File: src/rtl/bdl_writeback.sv
// DELQA buffer-descriptor write-back engine.
// Copies one (flag mode) or two (status mode) descriptor words from the BDL
// register file into host memory through the Q-bus DMA master.
module bdl_writeback #(
  parameter int NUM = 6,
  parameter int AW  = 22
) (
  input  logic              clk,
  input  logic              rst_n,
  input  logic              start,
  input  logic              mode,
  input  logic [AW-1:0]     bdl_base,
  output logic [NUM/2-1:0]  reg_addr,
  input  logic [15:0]       reg_q,
  output logic              dma_req,
  output logic [AW-1:0]     dma_addr,
  output logic [15:0]       dma_wdata,
  input  logic              dma_ack,
  input  logic              dma_err,
  output logic              busy,
  output logic              done,
  output logic              err
);

  localparam int IW = NUM / 2;

  // Word list: flag mode writes word 0; status mode writes the last word,
  // then the one before it, so status1 lands last in host memory.
  localparam logic [IW-1:0] FLAG_WORD = '0;
  localparam logic [IW-1:0] STAT_HI   = IW'(NUM - 1);
  localparam logic [IW-1:0] STAT_LO   = IW'(NUM - 2);

  typedef enum logic [2:0] {
    IDLE,
    LOAD,
    REQ,
    NEXT,
    FIN
  } state_t;

  state_t          state_q, state_d;
  logic [AW-1:0]   base_q,  base_d;
  logic            mode_q,  mode_d;
  logic [IW-1:0]   idx_q,   idx_d;
  logic [AW-1:0]   addr_q,  addr_d;
  logic [15:0]     wdata_q, wdata_d;
  logic            err_q,   err_d;
  logic [AW-1:0]   word_off;

  // Byte offset of the current word; the sum wraps modulo 2^AW.
  assign word_off = AW'({idx_q, 1'b0});

  // State and datapath registers.
  always_ff @(posedge clk or negedge rst_n) begin
    if (!rst_n) begin
      state_q <= IDLE;
      base_q  <= '0;
      mode_q  <= 1'b0;
      idx_q   <= '0;
      addr_q  <= '0;
      wdata_q <= '0;
      err_q   <= 1'b0;
    end else begin
      state_q <= state_d;
      base_q  <= base_d;
      mode_q  <= mode_d;
      idx_q   <= idx_d;
      addr_q  <= addr_d;
      wdata_q <= wdata_d;
      err_q   <= err_d;
    end
  end

  // Next-state and datapath update logic.
  always_comb begin
    state_d = state_q;
    base_d  = base_q;
    mode_d  = mode_q;
    idx_d   = idx_q;
    addr_d  = addr_q;
    wdata_d = wdata_q;
    err_d   = 1'b0;
    case (state_q)
      IDLE: begin
        if (start) begin
          base_d  = bdl_base & {{(AW-1){1'b1}}, 1'b0};
          mode_d  = mode;
          idx_d   = mode ? STAT_HI : FLAG_WORD;
          state_d = LOAD;
        end
      end
      LOAD: begin
        // Sample the register file right before this word's own write.
        wdata_d = reg_q;
        addr_d  = base_q + word_off;
        state_d = REQ;
      end
      REQ: begin
        if (dma_err) begin
          err_d   = 1'b1;
          state_d = IDLE;
        end else if (dma_ack) begin
          state_d = NEXT;
        end
      end
      NEXT: begin
        if (mode_q && (idx_q == STAT_HI)) begin
          idx_d   = STAT_LO;
          state_d = LOAD;
        end else begin
          state_d = FIN;
        end
      end
      FIN: begin
        state_d = IDLE;
      end
      default: begin
        state_d = IDLE;
      end
    endcase
  end

  assign reg_addr  = idx_q;
  assign dma_req   = (state_q == REQ);
  assign dma_addr  = addr_q;
  assign dma_wdata = wdata_q;
  assign busy      = (state_q != IDLE);
  assign done      = (state_q == FIN);
  assign err       = err_q;

endmodule

File: config.mk
export PLATFORM = sky130hd
export DESIGN_NAME = bdl_writeback
export DESIGN_NICKNAME = d
export VERILOG_FILES = /design/src/rtl/bdl_writeback.sv
export SDC_FILE = /design/constraint.sdc
export NUM_CORES = 1
export LEC_CHECK = 0
export CAP_MARGIN = 20
export CORE_MARGIN = 5
export CORE_UTILIZATION = 40
export DETAILED_ROUTE_END_ITERATION = 10
export GPL_ROUTABILITY_DRIVEN = 0
export PLACE_DENSITY = 0.74
export SLEW_MARGIN = 0
export SYNTH_ARGS = -nofsm -noshare
export SYNTH_HDL_FRONTEND = slang
export SYNTH_SLANG_ARGS = --single-unit
File: constraint.sdc
create_clock -name clk -period 2.2 [get_ports clk]
set_input_delay 0.66 -clock clk [delete_from_list [all_inputs] [get_ports clk]]
set_output_delay 0.66 -clock clk [all_outputs]
set_load 0.1 [all_outputs]
==> out/qor.tcl <==
set qor(synthXorXnorAreaFrac_pct) 3.002
set qor(path_class) {reg2out}
set qor(first_pass_iters) 4
set qor(finalClockSkew_ns) 0.005926
set qor(area.sequential_sq_mm) 0.001629
set qor(dr.max_layer_used) {met4}
set qor(crit_chain) {or3_1 -> buf_12}
set qor(initial_standard_cell_utilization_of_the_core_pct) 40.66
set qor(finalSetupTns_ns) 0
set qor(die-width_microns) 95.41
set qor(tritoncts.num_buffers) 9
set qor(io_pins) 89
set qor(clock-root-buffer) {clkbuf_8}
set qor(grt_util_all_layers_pct) 15.34
set qor(overflow) 0
set qor(yosys_most_used_dff) {dfrtp_1}
set qor(placement.setup.worst_slack_ns) 0.04057
set qor(grt_first_pass_wirelength_microns) 10610
set qor(grt_start_max_net_pins) 35
set qor(synth_fa_ha_area_share_pct) 1.286
set qor(max_slew_margin_pct) 61.31
set qor(dr_wl_met2_microns) 3397
set qor(cts_tree) {done}
set qor(synth.avg_cell_area_sq_um) 10.24
set qor(period_minus_slack_ns) 2.070
set qor(combinational_family_with_the_most_area_after_synthesis) {simple AND/OR/NAND/NOR gates}
set qor(cts.repair.resized) 0
set qor(port_buffers) 85
set qor(fin_hold_ws_ns) 0.3236
set qor(nNetsFinal) 423
set qor(post-route-util_pct) 57.37
set qor(routed_via_density) 4.831
set qor(cts-htree-levels) 3
set qor(design.core.area_sq_mm) 0.007176
set qor(remaining_drc_errors) 0
set qor(vias_after_detailed_routing) 2319
set qor(first_global_vias) 2254
set qor(fillers) 623
set qor(dp.final_hpwl_microns) 5004
set qor(fmax_mhz) 483.0
set qor(clock_insertion_delay_at_the_later_pin_of_the_skew_report_ns) 0.33
set qor(critical_path_arrival_ns) 1.41
set qor(synth_area_leader_cell) {dfrtp_1}
set qor(die_height_microns) 95.41
set qor(drt-met1-wl_microns) 2827
set qor(floorplan.rows) 31
set qor(timing.critical_path.slowest_cell_delay_ns) 0.49
set qor(drt_iter0_drc) 102
set qor(critical_path.slowest_cell) {dfrtp_1}
set qor(multi_input_comb_area_sq_mm) 0.001211
set qor(synth_compound_gate_area_share_pct) 6.732
set qor(run_status) {finished, final reports clean}
set qor(crit_path_max_fanout) 8
set qor(synth_seq_cells) 65
set qor(synth.area.top_cells) {dfrtp_1, nand2_1, mux2_2}
set qor(tightestPinTransition_ns) 0.5804
set qor(cts_max_path_buffers) 2
set qor(synth_simple_gate_area_share_pct) 20.93
set qor(floorplan.die_area_sq_mm) 0.009102
set qor(yosys.cell_types.count) 38
set qor(seq_area_frac_synth_pct) 55.75
set qor(synth_enable_flop_cells) 0
set qor(drive_gt1_share_pct) 25.72
set qor(cp.required_ns) 1.54
set qor(post_cts_hold_buffers) 0
set qor(route.met3.wl_microns) 285
set qor(min-delay-path-class) {in2async}
set qor(synthesis.yosys.warnings) 0
set qor(critPathLaunchType) {flop}
set qor(areaGrowthSynthToFinish_pct) 41.08
set qor(maxCapViolations) 0
set qor(finalSetupViolCount) 0
set qor(yosys-top-cells-count) {nand2_1, dfrtp_1, o21ai_0}
set qor(timing_hold_violations_final) 0
set qor(postSynth.asyncResetShare_pct) 100.0
set qor(post_synthesis_cell_area_sq_mm) 0.002918
set qor(initial_antenna_violation_count) 0
set qor(worstSetupEndpointType) {output pin}
set qor(finalWorstSetupSlack_ns) 0.1297
set qor(route.final.wire_length_microns) 6634
set qor(count_leader_synth) {nand2_1}
set qor(yosys.area.top_type_share_pct) 55.75
set qor(antennaDiodeCount) 0
set qor(synth_mux_area_share_pct) 8.362
set qor(clkSinkCount) 65
set qor(setup_repair_after_global_routing_missed_its_margin) {false}
set qor(min_period_over_period_pct) 94.10
set qor(postCtsSetupBuffers) 0
set qor(wl_per_cell_microns) 13.82
set qor(clk_pin_slew_worst_paths_ns) 0.07
set qor(route.antenna.remaining_nets) 0
set qor(synthCells) 285
set qor(maxSlewViolCount) 0
## registers in the layout, indices dropped and copies added (netlist names)
name       flops
mode_q         1
dma_wdata     16
reg_addr       2
base_q        21
state_q        3
err            1
dma_addr      21
## critical path, delay by kind of cell, from the launching register on
family	cells	cell delay, ns
DFF	1	0.49
and+or+nand+nor	1	0.40
buffers and inverters	1	0.19
## layer usage
layer | GRT usage, % | up-vias
met2 | 25.19 | 54
met5 | 0 | -
met4 | 5.806 | 0
met1 | 18.87 | 1103
met3 | 4.893 | 12
li1 | - | 1150
## logic make-up (layout without fill, tap and decap cells)
logic type / after synthesis / in the layout
AOI/OAI and AO/OA: 35 / 35
xor gates and xnor gates: 10 / 10
adders and majority gates: 3 / 3
buffers and inverters: 23 / 118
DFF: 65 / 65
muxes: 22 / 22
other: 1 / 2
and+or+nand+nor: 126 / 126
## worst paths after layout
check / from / end / slack [ns] / cells past startpoint
worst max-delay path: state_q[0]$_DFFE_PN0P_ / busy / 0.13 / 2
worst min-delay path: rst_n / err$_DFF_PN0_ / 0.32 / 1
worst max register to register: reg_addr[2]$_DFFE_PN0P_ / dma_addr[18]$_DFFE_PN0P_ / 0.24 / 5
worst min register to register: dma_wdata[3]$_DFFE_PN0P_ / dma_wdata[3]$_DFFE_PN0P_ / 0.48 / 2
max in group asynchronous: rst_n / dma_addr[15]$_DFFE_PN0P_ / 1.30 / 2
min in group clk: dma_wdata[3]$_DFFE_PN0P_ / dma_wdata[3]$_DFFE_PN0P_ / 0.48 / 2
## layout by cell type, fill, tap and decap left out, types with 6 or more instances in the layout
master	n
nand2_1	73
dfrtp_1	63
buf_4	45
clkdlybuf4s50_1	41
o21ai_0	23
mux2_2	19
clkbuf_8	10
nor2_1	9
nand3_1	9
buf_12	9
or3_1	8
nand4_1	7
a31oi_1	7
xor2_1	7
inv_1	6
## area by class of cell
type / instances / share of cell area, %
Clock inverter: 5 / 1.337
Multi-Input combinational cell: 198 / 29.42
Timing Repair Buffer: 96 / 22.67
Inverter: 6 / 0.5471
Clock buffer: 11 / 3.435
Tap cell: 99 / 3.009
Sequential cell: 65 / 39.57
## metrics by stage
stage                     std cells  instance area (sq um)
final                           480                   4116
after global routing            480                   4116
after CTS                       480                   4116
after detailed placement        464                   3920
after global placement          464                   3920
after floorplan                 286                   2947
Power is not shown: default switching activity piles up to over one toggle a cycle in this logic, so the estimate is an artifact.
